===== src/rtl/pipe_ctrl_if.sv =====
// Bundle of stall-request inputs and stall/redirect outputs shared between the
// pipeline stall/flush controller and the core that feeds it.
interface pipe_ctrl_if #(
  parameter int NREQ   = 5,
  parameter int STAGES = 6,
  parameter int PC_W   = 32,
  parameter int CNT_W  = 32
);
  logic [NREQ-1:0]   stall_req;
  logic              exc_valid;
  logic [PC_W-1:0]   exc_pc;
  logic              cnt_clr;
  logic [STAGES-1:0] stall;
  logic              flush;
  logic [PC_W-1:0]   new_pc;
  logic              exc_pending;
  logic [CNT_W-1:0]  stall_cycles;

  modport master (
    output stall_req, exc_valid, exc_pc, cnt_clr,
    input  stall, flush, new_pc, exc_pending, stall_cycles
  );

  modport slave (
    input  stall_req, exc_valid, exc_pc, cnt_clr,
    output stall, flush, new_pc, exc_pending, stall_cycles
  );
endinterface


===== src/rtl/pipe_ctrl_param.sv =====
// Pipeline stall/flush controller: ORs per-request stall masks, defers CP0
// redirects behind blocking requests, stretches flush and counts stalled cycles.
module pipe_ctrl_param #(
  parameter int                      STAGES    = 6,
  parameter int                      NREQ      = 5,
  parameter logic [NREQ*STAGES-1:0]  REQ_MASKS = {6'b000001, 6'b000101, 6'b001101,
                                                  6'b111111, 6'b111111},
  parameter logic [NREQ-1:0]         EXC_BLOCK = 5'b00010,
  parameter int                      FLUSH_CYC = 1,
  parameter int                      PC_W      = 32,
  parameter int                      CNT_W     = 32
) (
  input  logic       clk,
  input  logic       rst,
  pipe_ctrl_if.slave bus
);

  localparam int              FC_W    = (FLUSH_CYC > 1) ? $clog2(FLUSH_CYC) : 1;
  localparam logic [FC_W-1:0] FC_LOAD = FC_W'(FLUSH_CYC - 1);

  typedef enum logic [1:0] {S_IDLE, S_PEND, S_FLUSH} state_t;

  state_t            r_state;
  logic              r_flush;
  logic              r_exc_pending;
  logic [PC_W-1:0]   r_pc;
  logic [PC_W-1:0]   r_new_pc;
  logic [FC_W-1:0]   r_fcnt;
  logic [CNT_W-1:0]  r_stall_cycles;

  logic [STAGES-1:0] w_stall_or;
  logic [STAGES-1:0] w_stall;
  logic              w_block;

  function automatic logic [CNT_W-1:0] sat_inc(input logic [CNT_W-1:0] v);
    return (&v) ? v : v + CNT_W'(1);
  endfunction

  // Requests combine by OR of their masks; no priority is needed.
  always_comb begin
    w_stall_or = '0;
    for (int i = 0; i < NREQ; i++) begin
      if (bus.stall_req[i]) begin
        w_stall_or = w_stall_or | REQ_MASKS[i*STAGES +: STAGES];
      end
    end
  end

  assign w_block = |(bus.stall_req & EXC_BLOCK);
  assign w_stall = (rst || r_flush) ? '0 : w_stall_or;

  // Oldest redirect wins: exc_valid is only sampled in IDLE.
  always_ff @(posedge clk or posedge rst) begin
    if (rst) begin
      r_state       <= S_IDLE;
      r_flush       <= 1'b0;
      r_exc_pending <= 1'b0;
      r_pc          <= '0;
      r_new_pc      <= '0;
      r_fcnt        <= '0;
    end else begin
      case (r_state)
        S_IDLE: begin
          if (bus.exc_valid) begin
            r_pc <= bus.exc_pc;
            if (w_block) begin
              r_state       <= S_PEND;
              r_exc_pending <= 1'b1;
            end else begin
              r_state  <= S_FLUSH;
              r_flush  <= 1'b1;
              r_new_pc <= bus.exc_pc;
              r_fcnt   <= FC_LOAD;
            end
          end
        end
        S_PEND: begin
          if (!w_block) begin
            r_state       <= S_FLUSH;
            r_exc_pending <= 1'b0;
            r_flush       <= 1'b1;
            r_new_pc      <= r_pc;
            r_fcnt        <= FC_LOAD;
          end
        end
        S_FLUSH: begin
          if (r_fcnt == '0) begin
            r_state  <= S_IDLE;
            r_flush  <= 1'b0;
            r_new_pc <= '0;
          end else begin
            r_fcnt <= r_fcnt - FC_W'(1);
          end
        end
        default: r_state <= S_IDLE;
      endcase
    end
  end

  always_ff @(posedge clk or posedge rst) begin
    if (rst) begin
      r_stall_cycles <= '0;
    end else if (bus.cnt_clr) begin
      r_stall_cycles <= '0;
    end else if (w_stall[0]) begin
      r_stall_cycles <= sat_inc(r_stall_cycles);
    end
  end

  assign bus.stall        = w_stall;
  assign bus.flush        = r_flush;
  assign bus.new_pc       = r_new_pc;
  assign bus.exc_pending  = r_exc_pending;
  assign bus.stall_cycles = r_stall_cycles;

endmodule


===== src/flat_wrapper.sv =====
// flat-port wrapper written by rule: the top's interface ports become plain ports
module pipe_ctrl_param_flat 
#(
  parameter int                      STAGES    = 6,
  parameter int                      NREQ      = 5,
  parameter logic [NREQ*STAGES-1:0]  REQ_MASKS = {6'b000001, 6'b000101, 6'b001101,
                                                  6'b111111, 6'b111111},
  parameter logic [NREQ-1:0]         EXC_BLOCK = 5'b00010,
  parameter int                      FLUSH_CYC = 1,
  parameter int                      PC_W      = 32,
  parameter int                      CNT_W     = 32
)
  (clk, rst, bus_stall_req, bus_exc_valid, bus_exc_pc, bus_cnt_clr, bus_stall, bus_flush, bus_new_pc, bus_exc_pending, bus_stall_cycles);
  pipe_ctrl_if #(.NREQ(NREQ), .STAGES(STAGES), .PC_W(PC_W), .CNT_W(CNT_W)) bus_i ();
  input  logic clk;
  input  logic rst;
  input wire logic [$bits(bus_i.stall_req)-1:0] bus_stall_req;
  input wire logic [$bits(bus_i.exc_valid)-1:0] bus_exc_valid;
  input wire logic [$bits(bus_i.exc_pc)-1:0] bus_exc_pc;
  input wire logic [$bits(bus_i.cnt_clr)-1:0] bus_cnt_clr;
  output wire logic [$bits(bus_i.stall)-1:0] bus_stall;
  output wire logic [$bits(bus_i.flush)-1:0] bus_flush;
  output wire logic [$bits(bus_i.new_pc)-1:0] bus_new_pc;
  output wire logic [$bits(bus_i.exc_pending)-1:0] bus_exc_pending;
  output wire logic [$bits(bus_i.stall_cycles)-1:0] bus_stall_cycles;
  assign bus_i.stall_req = bus_stall_req;
  assign bus_i.exc_valid = bus_exc_valid;
  assign bus_i.exc_pc = bus_exc_pc;
  assign bus_i.cnt_clr = bus_cnt_clr;
  assign bus_stall = bus_i.stall;
  assign bus_flush = bus_i.flush;
  assign bus_new_pc = bus_i.new_pc;
  assign bus_exc_pending = bus_i.exc_pending;
  assign bus_stall_cycles = bus_i.stall_cycles;
  pipe_ctrl_param #(.STAGES(STAGES), .NREQ(NREQ), .REQ_MASKS(REQ_MASKS), .EXC_BLOCK(EXC_BLOCK), .FLUSH_CYC(FLUSH_CYC), .PC_W(PC_W), .CNT_W(CNT_W)) u_core (.clk(clk), .rst(rst), .bus(bus_i));
endmodule

===== config.mk =====
export PLATFORM = sky130hd
export DESIGN_NAME = pipe_ctrl_param_flat
export DESIGN_NICKNAME = d
export VERILOG_FILES = /design/src/rtl/pipe_ctrl_if.sv /design/src/rtl/pipe_ctrl_param.sv /design/src/flat_wrapper.sv
export SDC_FILE = /design/constraint.sdc
export NUM_CORES = 1
export LEC_CHECK = 0
export CORE_ASPECT_RATIO = 0.8
export CORE_MARGIN = 3
export CORE_UTILIZATION = 45
export CTS_BUF_LIST = sky130_fd_sc_hd__clkbuf_4 sky130_fd_sc_hd__clkbuf_8
export DETAILED_ROUTE_END_ITERATION = 7
export PLACE_DENSITY = 0.88
export SLEW_MARGIN = 20
export SYNTH_ARGS = -nofsm -noshare
export SYNTH_HDL_FRONTEND = slang
export SYNTH_SLANG_ARGS = --single-unit

===== constraint.sdc =====
create_clock -name clk -period 3.3 [get_ports clk]
set_input_delay 0.66 -clock clk [delete_from_list [all_inputs] [get_ports clk]]
set_output_delay 0.66 -clock clk [all_outputs]
set_load 0.005 [all_outputs]

[Word-level counts from Yosys, hierarchy flattened]
Cells that the tools add are included.
Operators by class
  eq/ne operators: 8
  $lt $le $gt $ge: 0
  divide/modulo/power cells: 0
  add/subtract/negate cells: 2
  multipliers: 0
  multiplexer cells: 31
  bitwise gates (word level): 0
  shift-type cells: 0
  reductions and logical operators: 13
Operator list (number)
  32-bit 2-to-1 mux: 7
  32-bit one-hot mux with 3 select lines: 1
  32-bit by 1-bit adder with 32-bit output (second input constant): 1
  32-bit AND reduction: 1
  6-bit 2-to-1 mux: 3
  2-bit inequality test (second input constant): 6
  1-bit 2-to-1 mux: 10
  2-bit 2-to-1 mux: 4
  1-bit one-hot mux with 3 select lines: 2
  2-bit one-hot mux with 3 select lines: 1
  2-bit AND reduction: 3
  3-bit AND reduction: 2
  5-bit AND reduction: 1
  4-bit 2-to-1 mux: 1
  4-bit AND reduction: 1
  2-bit nonzero test: 2
  3-bit 2-to-1 mux: 1
  3-bit nonzero test: 1
  2-bit by 1-bit == test with 1-bit output (second input constant): 1
  2-bit == test (second input constant): 1
  2-bit zero test: 1
  1-bit one-hot mux with 2 select lines: 1
  1-bit logical OR: 1
  1-bit subtractor (second input constant): 1
Storage, ports and cells
  RAM bits: 0
  logic and storage cells: 61
  register bits after elaboration: 101
  latch bits: 0
  input port bits: 41
  ROM bits: 0
  memories kept: 0

[Depth between registers and ports, before layout]
  depth in word-level cells: 8
  mapped depth: 8

[Least setup slack after synthesis]
Ideal clock, no wire load.
  path kind: reg2reg
  from: register u_core.r_stall_cycles[0] (netlist: u_core.bus.stall_cycles[0])
  to: register u_core.r_stall_cycles[30] (netlist: u_core.bus.stall_cycles[30])
  required time: 3222 ps
  slack: 1101 ps
  arrival: 2121 ps
  cell stages (with the launch flop): 8
  library setup time: 78 ps
  cells stage by stage: dfrtp_1 -> ha_1 -> nand3_1 -> or2_1 -> or4b_1 -> buf_2 -> or3_1 -> a21oi_1
On the way
  cells in the longest elaborated chain, start to end: 4
  elaborated cells between the ends (all ways): 7
  those cells by class: add/sub (1); eq/ne (1); mux (3); reduce/logical (2)
RTL lines
  start: declaration: line pipe_ctrl_param.sv:29  | logic [CNT_W-1:0] r_stall_cycles;
  start signal: assignment: line pipe_ctrl_param.sv:106  | r_stall_cycles <= sat_inc(r_stall_cycles);
  32-bit by 1-bit adder with 32-bit output: line pipe_ctrl_param.sv:36  | return (&v) ? v : v + CNT_W'(1);
  32-bit 2-to-1 mux: line pipe_ctrl_param.sv:36
  32-bit 2-to-1 mux: line pipe_ctrl_param.sv:105  | end else if (w_stall[0]) begin
  32-bit 2-to-1 mux: line pipe_ctrl_param.sv:103  | end else if (bus.cnt_clr) begin
Parallel ways exist; a longest one is shown, timed or not. The select of a mux whose other input is x is not followed.
A chain may end at the register's enable or synchronous reset.

[Final worst setup path]
  from: input port bus_stall_req[0]
  to: output port bus_stall[0]
On the way
  cells in the longest elaborated chain, start to end: 6
RTL lines
  start: declaration: line flat_wrapper.sv:17  | input wire logic [$bits(bus_i.stall_req)-1:0] bus_stall_req;
  6-bit 2-to-1 mux (2 in a row): line pipe_ctrl_param.sv:43  | if (bus.stall_req[i]) begin
  4-bit 2-to-1 mux: line pipe_ctrl_param.sv:43
  3-bit 2-to-1 mux: line pipe_ctrl_param.sv:43
  1-bit 2-to-1 mux: line pipe_ctrl_param.sv:43
  6-bit 2-to-1 mux: line pipe_ctrl_param.sv:50  | assign w_stall = (rst || r_flush) ? '0 : w_stall_or;
  end: declaration: line flat_wrapper.sv:21  | output wire logic [$bits(bus_i.stall)-1:0] bus_stall;
No other way between the ends.

==> results.md <==
- Outcome: complete, no violations
- Number of port buffers: 112
- Synth unique cells: 44
- Number of enable flip-flop cells after synthesis: 0
- Routed wire length: 12100 um
- Max Cap Viol: 0
- CP Class: primary input to output pin
- Clock Path Buffers: 2
- Worst Tran Pin Value: 0.7952 ns
- Cells after Synth: 488
- H-Tree Level Count: 3
- Setup TNS: 0 ns
- CP Capture Type: output pin
- Final worst slack: 0.1318 ns
- CP cell instances: clkdlybuf4s50_1 -> nor4_1 -> a211o_1 -> inv_1 -> clkdlybuf4s50_1
- CTS Hold Bufs: 0
- CP dominant cell by count: clkdlybuf4s50_1
- Synth Warn #: 0
- Syn_nets: 534
- Chip width: 122.4 um
- RSZ-0062 raised after global routing: false
- Nets: 635
- Final Util: 61.03%
- Worst setup SP type: primary input
- Slowest cell on the critical path: clkdlybuf4s50_1
- Grt total ovfl: 0
- Drt drc: 0
- Min-Delay Path Class: flip-flop to flip-flop
- GP Congestion: 0.9050
- Grt met1 use: 25.72%
- Register area share after synthesis: 51.78%
- DRT antenna net count: 0
- Tcrit/Tclk final: 96.01%
- Avg Inst Size Synth: 10.00 um^2
- Met3 Use GR: 4.321%
- Required @ worst endpoint: 2.64 ns
- Finish-stage setup viols: 0
- Initial DRC count: 208
- First-pass iteration count of the detailed router: 4
- Critical Path AT: 2.51 ns
- Final Hold Fails: 0
- IO Pins: 113
- Most common cell after layout, fill and taps aside: clkdlybuf4s50_1
- Pwr Density: 695.4 nW/um^2
- Lkg Pwr: 0.002492 uW
- Fmax: 0.3156 GHz
- Clk root buf: clkbuf_8
- WP buf/inv: 3
- Initial antenna violation count: 0
- Top Usage Layer GRT: met2
- Area Growth Syn to Fin: 30.09%
- IR drop worst, VDD: 366.6 uV
- DP Wirelength: 8759 um
- Slew Limit Fails: 0
- Clock Pin Slew Worst Setup and Hold Paths: 0.09 ns
- Vias per cell: 5.640
- Die Y: 99.15 um
- Async SR Flop Fraction: 100.0%
- Initial Util: 46.91%
- Pre-CTS setup slack: 0.1617 ns
- Commonest non-fill, non-tap cells in the layout: clkdlybuf4s50_1, dfrtp_1, nand2_1
- Core Area: 10410 um^2
- Main synth FF type: dfrtp_1
- GR Util met2: 35.56%
- Number of diodes: 0
- Worst path top cell family by delay: buffers and inverters
- DIE AREA: 12140 um^2
- Clock Skew: 0.01251 ns
- Vias in the first global route: 4125
- TritonCTS Buffers: 9
- CTS tree: yes
- Worst-Skew Late Latency: 0.35 ns
- Max FO, Critical Path: 7
- Syn Std Cell Area: 4881 um^2
- Share of layout cells above drive strength 1: 12.12%
- Sink Count: 101
- Via count: 4140
- Total GRT Usage: 20.38%
- Core Rows: 33
- DR WL/cell: 16.49 um
- Post-CTS Setup Inserts: 0
- CP max stage delay: 0.47 ns
- Post-CTS sizing: 0
- First-pass GRT wire length: 20170 um
- Largest net degree at the start of global routing: 65
- Worst rel slew slack: 46.82%
- Synth Register Bits: 101
- Final min period: 3.168 ns
[report_power, final]
group	switching, uW	leakage [uW]	internal, uW
clock	440	0.000103	363
sequential	231	0.00129	1640
combinational	870	0.00110	876
total	1540	0.00249	2870
[cells by family after synthesis]
group / after synthesis / synth area share, %
fa+ha+maj: 5 / 1.282
buf+inv: 41 / 3.512
xor+xnor: 4 / 0.7179
simple gates: 172 / 19.17
compound gates: 130 / 15.46
mux: 35 / 8.075
flops: 101 / 51.78
[tightest hold or removal path: stages (launching register included)]
cell and delay, ns:
dfrtp_1 0.35, nand2_1 0.05, o21ai_0 0.06
[layout make-up]
cell class	count	area (um^2)
fill	878	4055
clock inverter	7	80.08
timing repair buffer	122	1221
tap	140	175.2
sequential	101	2527
clock buffer	9	123.9
multi-input combinational	346	2185
inverter	9	37.54
[synthesized netlist by cell type (2+ instances only)]
cell,n,area share [%]
or2b_1,2,0.31
or4b_1,2,0.41
nand2_1,49,3.8
mux2_2,35,8.1
buf_2,2,0.21
or2_2,2,0.26
clkbuf_1,23,1.8
nor2_1,16,1.2
a31oi_1,35,4.5
and3_1,5,0.64
nor2b_1,37,4.7
nor3_1,7,0.72
dfrtp_1,101,52
a31o_2,3,0.54
o21ai_0,48,4.9
a21oi_1,27,2.8
nand3b_1,2,0.31
nor4_1,5,0.64
nand4_2,2,0.51
or4_1,6,0.92
ha_1,5,1.3
buf_4,4,0.62
o31ai_1,7,1.1
nand4_1,7,0.90
xnor2_1,3,0.54
nand3_1,13,1.3
buf_1,3,0.23
inv_1,9,0.69
or3_1,12,1.5
nor4_2,2,0.51
[path summary, 6_finish.rpt]
path                                                           end  cells past startpoint                                    from  slack (ns)
hold reg to reg                  u_core.bus.new_pc[21]$_DFFE_PP0P_                      2       u_core.bus.new_pc[21]$_DFFE_PP0P_        0.48
max in group asynchronous        u_core.bus.new_pc[25]$_DFFE_PP0P_                      3                                     rst        1.79
hold / removal                   u_core.bus.new_pc[21]$_DFFE_PP0P_                      2       u_core.bus.new_pc[21]$_DFFE_PP0P_        0.48
setup / recovery                                      bus_stall[0]                      5                        bus_stall_req[0]        0.13
setup reg to reg           u_core.bus.stall_cycles[30]$_DFFE_PP0P_                      6  u_core.bus.stall_cycles[0]$_DFFE_PP0P_        0.76
min in group asynchronous  u_core.bus.stall_cycles[28]$_DFFE_PP0P_                      2                                     rst        0.89
[state kept, by name, summed over array words and instances (netlist names)]
signal                   flops
u_core.r_state               2
u_core.bus.stall_cycles     32
u_core.r_pc                 32
u_core.bus.new_pc           32
u_core.bus.exc_pending       1
u_core.bus.flush             1
u_core.r_fcnt                1
[through the flow]
step / hold slack [ns] / area (um^2) / power, uW / cells
4_1_cts: 0.4916 / 6350 / 4467 / 734
5_1_grt: 0.5178 / 6350 / 4748 / 734
3_5_place_dp: 0.4691 / 6146 / 3656 / 718
3_3_place_gp: 0.4607 / 6146 / 3540 / 718
2_1_floorplan: 0.4697 / 4885 / 2897 / 488
6_report: 0.4847 / 6350 / 4416 / 734
[layer usage]
layer	up-vias	part of all wire, %
met4	0	1.7
met5	-	0
met2	94	53
li1	1973	-
met3	18	3.2
met1	2055	42
No activity file was read; power rests on OpenSTA's default activity.
